$ cat src/rtl/fp32_mult_arbiter.sv
// Round-robin front end sharing one pipelined fp32 multiplier across N_REQ requesters.
// Response lands MULT_LAT+2 cycles after accept; no response backpressure, requesters wait only for a grant.
module fp32_mult_arbiter #(
    parameter int N_REQ    = 4,
    parameter int MULT_LAT = 3
) (
    input  logic                  clk,
    input  logic                  rst,
    input  logic [N_REQ-1:0]      req_valid,
    input  logic [32*N_REQ-1:0]   req_a,
    input  logic [32*N_REQ-1:0]   req_b,
    output logic [N_REQ-1:0]      req_ready,
    output logic                  mult_start,
    output logic [31:0]           mult_a,
    output logic [31:0]           mult_b,
    input  logic                  mult_done,
    input  logic [31:0]           mult_result,
    input  logic                  mult_overflow,
    input  logic                  mult_underflow,
    output logic [N_REQ-1:0]      rsp_valid,
    output logic [31:0]           rsp_result,
    output logic [1:0]            rsp_flags,
    output logic                  busy,
    output logic                  err_spurious,
    output logic                  err_missing,
    output logic [31:0]           op_count
);

    localparam int IDX_W = (N_REQ > 1) ? $clog2(N_REQ) : 1;

    logic [IDX_W-1:0]  r_ptr;
    logic              r_mult_start;
    logic [31:0]       r_mult_a;
    logic [31:0]       r_mult_b;
    logic [IDX_W-1:0]  r_issue_idx;
    logic [MULT_LAT-1:0] r_tag_vld;
    logic [IDX_W-1:0]  r_tag_idx [MULT_LAT];
    logic [N_REQ-1:0]  r_rsp_valid;
    logic [31:0]       r_rsp_result;
    logic [1:0]        r_rsp_flags;
    logic              r_err_spurious;
    logic              r_err_missing;
    logic [31:0]       r_op_count;

    logic [31:0]       w_a [N_REQ];
    logic [31:0]       w_b [N_REQ];
    logic              w_found;
    logic [IDX_W-1:0]  w_grant_idx;
    logic              w_accept;
    logic [IDX_W-1:0]  w_ptr_next;
    logic              w_tag_out_vld;
    logic [IDX_W-1:0]  w_tag_out_idx;
    logic [N_REQ-1:0]  w_tag_out_oh;

    for (genvar g = 0; g < N_REQ; g++) begin : g_unpack
        assign w_a[g] = req_a[32*g +: 32];
        assign w_b[g] = req_b[32*g +: 32];
    end

    // Search from the priority pointer upward, wrapping, and take the first valid requester.
    always_comb begin : arb_search
        logic [IDX_W:0] v_cand;
        v_cand      = '0;
        w_found     = 1'b0;
        w_grant_idx = '0;
        for (int k = 0; k < N_REQ; k++) begin
            v_cand = {1'b0, r_ptr} + (IDX_W+1)'(k);
            if (v_cand >= (IDX_W+1)'(N_REQ)) begin
                v_cand = v_cand - (IDX_W+1)'(N_REQ);
            end
            if (!w_found && req_valid[v_cand[IDX_W-1:0]]) begin
                w_found     = 1'b1;
                w_grant_idx = v_cand[IDX_W-1:0];
            end
        end
    end

    assign w_accept   = w_found & ~rst;
    assign w_ptr_next = (w_grant_idx == IDX_W'(N_REQ-1)) ? '0 : w_grant_idx + 1'b1;

    always_comb begin
        req_ready = '0;
        if (w_accept) begin
            req_ready[w_grant_idx] = 1'b1;
        end
    end

    always_ff @(posedge clk or posedge rst) begin
        if (rst) begin
            r_ptr        <= '0;
            r_mult_start <= 1'b0;
            r_mult_a     <= '0;
            r_mult_b     <= '0;
            r_issue_idx  <= '0;
        end else begin
            r_mult_start <= w_accept;
            if (w_accept) begin
                r_ptr       <= w_ptr_next;
                r_mult_a    <= w_a[w_grant_idx];
                r_mult_b    <= w_b[w_grant_idx];
                r_issue_idx <= w_grant_idx;
            end
        end
    end

    // Stage 0 captures the issue strobe, so the last stage lines up with mult_done.
    always_ff @(posedge clk or posedge rst) begin
        if (rst) begin
            r_tag_vld <= '0;
            for (int s = 0; s < MULT_LAT; s++) begin
                r_tag_idx[s] <= '0;
            end
        end else begin
            r_tag_vld[0] <= r_mult_start;
            r_tag_idx[0] <= r_issue_idx;
            for (int s = 1; s < MULT_LAT; s++) begin
                r_tag_vld[s] <= r_tag_vld[s-1];
                r_tag_idx[s] <= r_tag_idx[s-1];
            end
        end
    end

    assign w_tag_out_vld = r_tag_vld[MULT_LAT-1];
    assign w_tag_out_idx = r_tag_idx[MULT_LAT-1];

    always_comb begin
        w_tag_out_oh = '0;
        w_tag_out_oh[w_tag_out_idx] = 1'b1;
    end

    always_ff @(posedge clk or posedge rst) begin
        if (rst) begin
            r_rsp_valid    <= '0;
            r_rsp_result   <= '0;
            r_rsp_flags    <= '0;
            r_err_spurious <= 1'b0;
            r_err_missing  <= 1'b0;
            r_op_count     <= '0;
        end else begin
            r_rsp_valid <= '0;
            if (w_tag_out_vld && mult_done) begin
                r_rsp_valid  <= w_tag_out_oh;
                r_rsp_result <= mult_result;
                r_rsp_flags  <= {mult_overflow, mult_underflow};
                r_op_count   <= r_op_count + 32'd1;
            end
            if (w_tag_out_vld && !mult_done) begin
                r_err_missing <= 1'b1;
            end
            if (!w_tag_out_vld && mult_done) begin
                r_err_spurious <= 1'b1;
            end
        end
    end

    assign mult_start   = r_mult_start;
    assign mult_a       = r_mult_a;
    assign mult_b       = r_mult_b;
    assign rsp_valid    = r_rsp_valid;
    assign rsp_result   = r_rsp_result;
    assign rsp_flags    = r_rsp_flags;
    assign err_spurious = r_err_spurious;
    assign err_missing  = r_err_missing;
    assign op_count     = r_op_count;
    assign busy         = r_mult_start | (|r_tag_vld) | (|r_rsp_valid);

endmodule

$ cat config.mk
export PLATFORM = sky130hd
export DESIGN_NAME = fp32_mult_arbiter
export DESIGN_NICKNAME = d
export VERILOG_FILES = /design/src/rtl/fp32_mult_arbiter.sv
export SDC_FILE = /design/constraint.sdc
export NUM_CORES = 1
export LEC_CHECK = 0
export ABC_AREA = 1
export BUFFER_PORTS_ARGS = -buffer_cell sky130_fd_sc_hd__buf_2
export CAP_MARGIN = 20
export CORE_AREA = 3 3 169 171
export DETAILED_ROUTE_END_ITERATION = 10
export DIE_AREA = 0 0 172 174
export GPL_ROUTABILITY_DRIVEN = 0
export GPL_TIMING_DRIVEN = 0
export SETUP_SLACK_MARGIN = 0.05
export SLEW_MARGIN = 20
export SYNTH_ARGS = -nofsm -noshare
export SYNTH_HDL_FRONTEND = slang
export SYNTH_SLANG_ARGS = --single-unit
$ cat constraint.sdc
create_clock -name clk -period 8.07 [get_ports clk]
set_clock_uncertainty 0.05 [all_clocks]
set_input_delay 1.2105 -clock clk [delete_from_list [all_inputs] [get_ports clk]]
set_output_delay 1.2105 -clock clk [all_outputs]
set_load 0.02 [all_outputs]
==> out/metrics.cfg, run 1 <==
[detailed_routing]
via_count = 10300
ant_nets = 0
avgViaCountPerCell = 4.90
drc = 0
drt_iter0_drc = 764
wl_per_cell_um = 17.5
wirelength_mm = 36.6
dr.pass1.iters = 5

[clocking]
h-tree-depth = 4
cts_root_buf = clkbuf_16
cts_tree = built
cts.sink_count = 150
post-cts-setup-buffers = 0
ctsResizeCount = 0
worst_skew_pair.late_latency_ns = 0.42
postCtsHoldBufs = 0
clockBufferDepth = 2
cts_buffers = 17
cts.clk_slew.worst_paths_ns = 0.07

[critical_path]
crit_path_end_kind = primary output
crit_type = in -> out
cp.required_ns = 6.81
startpoint_type = primary input
crit_arrival_ns = 3.31
crit_fanout = 10

[synth]
yosysMostFrequentCell = nand2_1
synth.avg_cell_area_um2 = 7.00
ys_async_sr_fraction_pct = 100
synthFlopType = dfrtp_1
syn-num-nets = 1581
synth_area_leaders = dfrtp_1, nand2_1, nand3_1, nand4_1, inv_1
synth_seq_cells = 150
synthDistinctLibCells = 31
ys_warn_count = 0
synth.top_cells.by_count = nand2_1, nand3_1, inv_1
synth_top_area_share_pct = 41.9
yosys.area.top_type = dfrtp_1
synth_area_um2 = 8970
synth_edf_count = 0
ys_seq_area_share_pct = 41.9
netlist_instances = 1282

[sta]
max_slew.worst_pin.slew_ns = 0.680
rsz0062_at_grt = no
maxClockFrequency_mhz = 219
hold_ws_ns = 0.300
setup_ws_ns = 3.50
tns_ns = 0
fin_crit_sh_pct = 56.6
setup_viol = 0
slew_headroom_pct = 54.7
hold_viol_final = 0
period_needed_ns = 4.57
drv_slew = 0

[floorplan]
dieArea_um2 = 29900
rows = 60
core-area_um2 = 27000
initial_core_util_pct = 33.2
die_w_um = 172
dieHeight_um = 174
io_pins = 439

[global_route]
grt_pass1_wl_mm = 54.8
grt_max_degree = 99
use_met1_pct = 29.9
antenna_found_initial = 3
grt_util_met3_pct = 4.75
grt.total_usage_pct = 23.5
busiest_layer = met2
grt_pass1_vias = 9932
met2_usage_pct = 40.0
grt.overflow.total = 0

[final_layout]
syn2layout_area_growth_pct = 36.4
drive_gt1_share_pct = 31.3
nFillCells = 2859
fin_nets = 2039

[pwr]
max-vdd-ir-drop_v = 0.000193
p_per_area_nw_per_um2 = 432
power.leakage_uw = 0.00727

[placed_design]
place_ws_ns = 3.46
hpwlAfterDp_mm = 28.9
io_buffers = 438

[min_path]
hold_class = reg -> reg

[run]
drv_cap = 0

[outcome]
status = complete, no violations

==> logic make-up (layout without fill, tap and decap cells) <==
kind of cell | after synthesis | in the layout | share of synthesized area, %
buffers and inverters | 276 | 747 | 12.7
adders and majority gates | 2 | 2 | 0.279
AOI/OAI and AO/OA | 12 | 12 | 0.753
xor gates and xnor gates | 30 | 30 | 2.93
other | 0 | 2 | 0
DFF | 150 | 150 | 41.9
and+or+nand+nor | 812 | 812 | 41.5
==> stage by stage <==
| stage | instance area (um^2) | cells | total power [uW] | util [%] |
|---|---|---|---|---|
| CTS | 12200 | 2094 | 5320 | 45.2 |
| finish | 12200 | 2096 | 5290 | 45.3 |
| global placement | 11600 | 2061 | 4460 | 42.9 |
| floorplan | 8970 | 1282 | 3360 | - |
| detailed placement | 11600 | 2062 | 4490 | 43.0 |
| global route | 12200 | 2095 | 5710 | 45.3 |
==> where the power goes <==
group | switching [uW] | internal [uW]
logic | 2270 | 1000
clock network | 394 | 421
registers | 160 | 1040
total | 2830 | 2460
==> final cells by class <==
type,count,area (um^2),area share [%]
Tap cell,341,427,3.49
Multi-Input combinational cell,856,4080,33.4
Antenna cell,2,5.00,0.0409
Sequential cell,150,3750,30.7
Clock inverter,15,180,1.47
Timing Repair Buffer,439,2220,18.1
Buffer,88,429,3.51
Inverter,188,713,5.83
Clock buffer,17,425,3.48
==> cells in the final DEF, fill, tap and decap left out, drive strengths merged <==
master	n
clkinvlp	1
ha	2
inv	195
nand3	207
o21ai	2
nand2	416
xnor2	7
nor3	11
a21o	1
o21bai	1
nor2	44
dfrtp	150
nand3b	1
clkinv	7
a21oi	7
buf	507
diode	2
and2	1
nand4	129
nor4	2
clkbuf	37
a21boi	1
xor2	23
and3	1
==> worst paths after layout <==
| check | slack [ns] | endpoint | start | cells after the start |
|---|---|---|---|---|
| max reg2reg | 5.49 | mult_a[18] | r_ptr[0] | 12 |
| min in group asynchronous | 0.74 | mult_a[6] | rst | 2 |
| max | 3.50 | req_ready[3] | req_valid[3] | 16 |
| max in group asynchronous | 6.38 | mult_a[25] | rst | 3 |
| min | 0.30 | r_tag_idx[3] | r_tag_idx[5] | 0 |
| min reg2reg | 0.30 | r_tag_idx[3] | r_tag_idx[5] | 0 |
==> worst max-delay path, cell delays in order <==
cell and delay [ns]:
buf_2 0.11, inv_1 0.06, nand2_1 0.08, nand3_1 0.12
nand2_2 0.09, inv_1 0.08, nand2_1 0.07, nand2_2 0.19
nand3_2 0.25, buf_4 0.28, buf_4 0.20, inv_1 0.06
ha_1 0.13, inv_1 0.04, nor2_1 0.13, buf_2 0.21
==> sequential cells by signal, indices dropped and copies added, names as in the netlist, 2 cells and up <==
name	flops
rsp_valid	4
w_tag_out_idx	2
op_count	32
r_issue_idx	2
r_tag_idx	4
r_ptr	2
rsp_result	32
mult_a	32
rsp_flags	2
mult_b	32
r_tag_vld	3
==> layer usage <==
layer	part of all wire [%]	vias up
met2	48	431
met4	2.2	2
met1	42	4751
li1	-	5034
met3	7.8	45
met5	0.025	-
(Power assumes the default switching activity.)
==> inputs of run 2 (changes only) <==
ABC_AREA = 0   (was 1)
CORE_AREA = 3 3 171 173   (was 3 3 169 171)
DIE_AREA = 0 0 174 176   (was 0 0 172 174)
clock period = 3.8 ns   (was 8.07 ns; I/O delays follow)
==> run 2 against run 1 <==
Compared with the run above:
- power rose by 27%
- synthesized cell count fell by 50%
- final cell count fell by 29%
- worst setup slack worse by 3.0 ns
- flip-flop and latch count did not move
- critical path depth is 7 lower
- combinational power decreased by 18%
- global-route usage down 5.4 points
- largest cell class is now registers
- highest routed layer unchanged
==> out/metrics.cfg, run 2 <==
[placed_design]
io_buffers = 438  ; unchanged
hpwlAfterDp_mm = 22.9  ; was 28.9 mm
place_ws_ns = 0.528  ; was 3.46 ns

[min_path]
hold_class = in -> async  ; was reg -> reg

[global_route]
grt.total_usage_pct = 18.1  ; was 23.5%
grt_max_degree = 30  ; was 99
grt_pass1_vias = 7229  ; was 9932
antenna_found_initial = 8  ; was 3
grt_pass1_wl_mm = 42.8  ; was 54.8 mm
grt.overflow.total = 0  ; unchanged

[floorplan]
io_pins = 439  ; unchanged
die_w_um = 174  ; was 172 um
dieArea_um2 = 30600  ; was 29900 um^2
rows = 61  ; was 60
initial_core_util_pct = 26.4  ; was 33.2%
core-area_um2 = 27800  ; was 27000 um^2
dieHeight_um = 176  ; was 174 um

[final_layout]
fin_nets = 1402  ; was 2039
utilization_pct = 38.7  ; was 45.3%
drive_gt1_share_pct = 49.6  ; was 31.3%
layout_common_cells = buf_2, dfrtp_1, mux2i_1, nand2_1  ; was buf_2, nand2_1, nand3_1, inv_1, dfrtp_1
syn2layout_area_growth_pct = 46.6  ; was 36.4%
final_common_cell = buf_2  ; unchanged

[pwr]
p_total_uw = 6710  ; was 5290 uW
p_per_area_nw_per_um2 = 624  ; was 432 nW/um^2
max-vdd-ir-drop_v = 0.000248  ; was 0.000193 V
power.leakage_uw = 0.00536  ; was 0.00727 uW

[sta]
rsz0062_at_grt = no  ; unchanged
fin_crit_sh_pct = 85.6
slew_headroom_pct = 45.9  ; was 54.7%
max_slew.worst_pin.slew_ns = 0.811  ; was 0.680 ns
hold_viol_final = 0  ; unchanged
setup_ws_ns = 0.546  ; was 3.50 ns
hold_ws_ns = 0.111  ; was 0.300 ns
drv_slew = 0  ; unchanged
period_needed_ns = 3.25
setup_viol = 0  ; unchanged
maxClockFrequency_mhz = 307

[synth]
synth_top_area_share_pct = 51.2  ; was 41.9%
synth_edf_count = 0  ; unchanged
synthFlopType = dfrtp_1  ; unchanged
yosys.area.top_type = dfrtp_1  ; unchanged
ys_warn_count = 0  ; unchanged
synth.top_cells.by_count = dfrtp_1, mux2i_1, nand2_1  ; was nand2_1, nand3_1, inv_1
syn-num-nets = 939  ; was 1581
synthDistinctLibCells = 51  ; was 31
ys_async_sr_fraction_pct = 100  ; unchanged
synth_area_leaders = dfrtp_1, mux2i_1, mux2_2, a222oi_1, a21o_1  ; was dfrtp_1, nand2_1, nand3_1, nand4_1, inv_1
netlist_instances = 640  ; was 1282
synth_seq_cells = 150  ; unchanged
synth_area_um2 = 7330  ; was 8970 um^2
synth.avg_cell_area_um2 = 11.5  ; was 7.00 um^2
ys_seq_area_share_pct = 51.2  ; was 41.9%
yosysMostFrequentCell = dfrtp_1  ; was nand2_1

[outcome]
status = complete, no violations  ; unchanged

[detailed_routing]
dr.pass1.iters = 5  ; unchanged
ant_nets = 0  ; unchanged
wirelength_mm = 28.9  ; was 36.6 mm
drc = 0  ; unchanged
avgViaCountPerCell = 4.79  ; was 4.90
via_count = 7172  ; was 10.3k
drt_iter0_drc = 490  ; was 764
wl_per_cell_um = 19.3  ; was 17.5 um

[clocking]
postCtsHoldBufs = 0  ; unchanged
ctsResizeCount = 0  ; unchanged
worst_skew_pair.late_latency_ns = 0.42  ; about the same
clockBufferDepth = 2  ; unchanged
cts.sink_count = 150  ; unchanged
cts.clk_slew.worst_paths_ns = 0.07  ; about the same
cts_root_buf = clkbuf_16  ; unchanged
cts_tree = built  ; unchanged
h-tree-depth = 4  ; unchanged
post-cts-setup-buffers = 0  ; unchanged
cts_buffers = 17  ; unchanged

[critical_path]
reg2regPathDepth = 7  ; was 12
crit_path_end_kind = primary output  ; unchanged
startpoint_type = flop  ; was primary input
crit_type = reg -> out  ; was in -> out
crit_arrival_ns = 2.63  ; was 3.31 ns
r2r-start = r_ptr[1]  ; was r_ptr[0]
critPathLaunch = r_ptr[1]  ; was req_valid[3]
crit_fanout = 10  ; unchanged
cp.required_ns = 3.18  ; was 6.81 ns

[run]
drv_cap = 0  ; unchanged

[run 2: path summary, 6_finish.rpt]
kind / slack [ns] / end
worst max-delay path: 0.55 / req_ready[3]
worst min-delay path: 0.11 / mult_a[20]
min in group clk: 0.29 / r_tag_idx[2]
worst min register to register: 0.29 / r_tag_idx[2]
worst max register to register: 1.44 / mult_a[29]
max in group asynchronous: 2.74 / r_issue_idx[1]
[run 2: critical path, cell delays in order, from the launching register on]
cell and delay [ns]:
dfrtp_1 0.47, mux2i_2 0.35, o2bb2ai_2 0.12, buf_6 0.16, nor2_4 0.11, buf_6 0.21
buf_6 0.25, ha_1 0.21, and2_1 0.12, buf_2 0.20
[run 2: stage by stage]
step / TNS (ns) / instances / area (um^2)
finish: 0 / 1496 / 10700
CTS: 0 / 1494 / 10700
global placement: -65.18 / 1456 / 10000
floorplan: -3.62 / 640 / 7370
global route: 0 / 1496 / 10700
detailed placement: 0 / 1462 / 10200
[run 2: per-layer routing]
metal | wire [um] | part of all wire [%] | track usage, % | up-vias
met5 | 52 | 0.18 | 0 | -
met4 | 656 | 2.3 | 5.97 | 8
met3 | 2060 | 7.2 | 4.11 | 45
met2 | 14400 | 50 | 31.6 | 345
met1 | 11600 | 40 | 22.2 | 3437
li1 | - | - | - | 3337
[run 2: layout make-up]
| cell class | count | area (um^2) |
|---|---|---|
| sequential | 150 | 3750 |
| fill | 2877 | 17000 |
| timing repair buffer | 444 | 2320 |
| multi-input combinational | 435 | 3270 |
| inverter | 6 | 26.3 |
| clock inverter | 13 | 135 |
| clock buffer | 19 | 443 |
| tap | 378 | 473 |
| antenna | 2 | 5.00 |
| buffer | 49 | 317 |
[run 2: logic make-up after synthesis]
kind of cell | count (synthesis) | share of synthesized area, %
AO/OA/AOI/OAI | 169 | 16.9
adder cells (fa/ha/maj) | 2 | 0.341
AND/OR/NAND/NOR | 133 | 9.34
buffers and inverters | 55 | 4.16
XOR/XNOR | 31 | 3.70
flip-flops | 150 | 51.2
multiplexers | 100 | 14.3
[run 2: where the power goes]
group	switching [uW]	internal (uW)
Sequential	266	2030
Clock	764	943
Combinational	1620	1080
Total	2650	4060
==> inputs of run 3 (changes only) <==
CORE_AREA = 3 3 168 170   (was 3 3 171 173)
DIE_AREA = 0 0 171 173   (was 0 0 174 176)
MAX_ROUTING_LAYER = met4   (was default)
clock period = 3.65 ns   (was 3.8 ns; I/O delays follow)
==> run 3 against run 2 <==
Compared with the run above:
- critical path depth shrank 3
- first-iteration DRC count shrank 20%
- routed wire length shrank 0.69%
- final area grew 0.57%
- critical endpoint is now req_ready[0]
==> out/metrics.cfg, run 3 (synthesis results as in run 2) <==
[placed_design]
place_ws_ns = 0.386  ; was 0.528 ns
hpwlAfterDp_mm = 22.6  ; was 22.9 mm
io_buffers = 438  ; unchanged

[sta]
max_slew.worst_pin.slew_ns = 0.635  ; was 0.811 ns
period_needed_ns = 3.22
rsz0062_at_grt = no  ; unchanged
maxClockFrequency_mhz = 310
tns_ns = 0  ; unchanged
fin_crit_sh_pct = 88.3
setup_ws_ns = 0.428  ; was 0.546 ns
setup_viol = 0  ; unchanged
drv_slew = 0  ; unchanged
slew_headroom_pct = 57.6  ; was 45.9%
hold_viol_final = 0  ; unchanged

[global_route]
busiest_layer = met2  ; unchanged
antenna_found_initial = 4  ; was 8
grt_max_degree = 32  ; was 30
grt_pass1_wl_mm = 42.4  ; was 42.8 mm
grt.overflow.total = 0  ; unchanged
grt_util_met3_pct = 4.71  ; was 4.11%
met2_usage_pct = 32.7  ; was 31.6%
use_met1_pct = 22.2  ; about the same
grt.total_usage_pct = 19.2  ; was 18.1%
grt_pass1_vias = 7314  ; was 7229

[clocking]
post-cts-setup-buffers = 0  ; unchanged
ctsResizeCount = 0  ; unchanged
h-tree-depth = 4  ; unchanged
worst_skew_pair.late_latency_ns = 0.42  ; about the same
postCtsHoldBufs = 0  ; unchanged
cts.sink_count = 150  ; unchanged
clockBufferDepth = 2  ; unchanged
cts_tree = built  ; unchanged
cts_root_buf = clkbuf_16  ; unchanged
cts_buffers = 17  ; unchanged
cts.clk_slew.worst_paths_ns = 0.07  ; about the same

[floorplan]
dieHeight_um = 173  ; was 176 um
io_pins = 439  ; unchanged
dieArea_um2 = 29600  ; was 30600 um^2
die_w_um = 171  ; was 174 um
rows = 60  ; was 61
core-area_um2 = 26900  ; was 27800 um^2
initial_core_util_pct = 27.3  ; was 26.4%

[pwr]
p_per_area_nw_per_um2 = 664  ; was 624 nW/um^2
p_total_uw = 7170  ; was 6710 uW
max-vdd-ir-drop_v = 0.000332  ; was 0.000248 V
power.leakage_uw = 0.00541  ; was 0.00536 uW

[outcome]
status = complete, no violations  ; unchanged

[critical_path]
crit_path_end_kind = primary output  ; unchanged
crit_arrival_ns = 2.62  ; was 2.63 ns
crit_type = reg -> out  ; unchanged
startpoint_type = flop  ; unchanged
cp.required_ns = 3.05  ; was 3.18 ns
crit_fanout = 10  ; unchanged
cp_common_cell = buf_2  ; was buf_6
critical-path-max-stage-delay_ns = 0.47  ; about the same
cp_slowest_cell = dfrtp_1  ; unchanged
crit_chain = nand2b_1, a21o_1, buf_2, a221oi_2, buf_2, buf_2  ; was mux2i_2, o2bb2ai_2, buf_6, nor2_4, buf_6, buf_6, ha_1, and2_1, buf_2

[final_layout]
nFillCells = 2688  ; was 2877
syn2layout_area_growth_pct = 47.4  ; was 46.6%
utilization_pct = 40.2  ; was 38.7%
final_common_cell = buf_2  ; unchanged
layout_common_cells = buf_2, dfrtp_1, mux2i_1, nand2_1  ; unchanged
drive_gt1_share_pct = 49.7  ; was 49.6%
fin_nets = 1403  ; was 1402

[detailed_routing]
dr.pass1.iters = 8  ; was 5
via_count = 7147  ; was 7172
drc = 0  ; unchanged
drt_iter0_drc = 393  ; was 490
ant_nets = 0  ; unchanged
wirelength_mm = 28.7  ; was 28.9 mm
wl_per_cell_um = 19.6  ; was 19.3 um
avgViaCountPerCell = 4.89  ; was 4.79

[run]
drv_cap = 0  ; unchanged

[min_path]
hold_class = in -> async  ; unchanged

## run 3: per-layer routing
layer | vias to the layer above | routed length, um
li1 | 3337 | -
met1 | 3448 | 11200
met2 | 334 | 14700
met3 | 28 | 2250
met4 | 0 | 495
met5 | - | 0
## run 3: layout make-up
type                       instances  area [um^2]  share of cell area, %
inverter                           6         26.3                  0.243
timing repair buffer             445         2340                   21.7
clock inverter                    15          233                   2.15
multi-input combinational        435         3270                   30.3
tap                              341          427                   3.95
antenna                            4         10.0                 0.0926
clock buffer                      17          425                   3.94
buffer                            49          317                   2.93
sequential                       150         3750                   34.7
## run 3: final timing paths
kind / startpoint / to / slack (ns) / cells after the start
worst min register to register: r_tag_idx[3] / w_tag_out_idx[1] / 0.30 / 0
worst max-delay path: r_ptr[1] / req_ready[0] / 0.43 / 6
min in group clk: r_tag_idx[3] / w_tag_out_idx[1] / 0.30 / 0
worst min-delay path: rst / mult_a[21] / 0.14 / 2
worst max register to register: r_ptr[1] / mult_a[22] / 1.30 / 8
max in group asynchronous: rst / op_count[1] / 2.33 / 6
## run 3: critical path, delay by kind of cell (launching register included)
| family | cells | cell delay [ns] |
|---|---|---|
| buf+inv | 3 | 0.90 |
| compound gates | 2 | 0.61 |
| simple gates | 1 | 0.23 |
| flops | 1 | 0.47 |
## run 3: power by group
| group | switching (uW) | leakage [uW] | internal (uW) | total (uW) |
|---|---|---|---|---|
| Sequential | 278 | 0.00186 | 2120 | 2390 |
| Combinational | 1690 | 0.00322 | 1130 | 2820 |
| Clock | 831 | 0.000322 | 1130 | 1960 |
## run 3: through the flow
step | area, um^2 | instances | hold WS (ns)
floorplan | 7370 | 640 | 0.281
global placement | 9990 | 1419 | 0.282
detailed placement | 10100 | 1426 | 0.285
CTS | 10800 | 1458 | 0.135
global route | 10800 | 1462 | 0.156
finish | 10800 | 1462 | 0.141
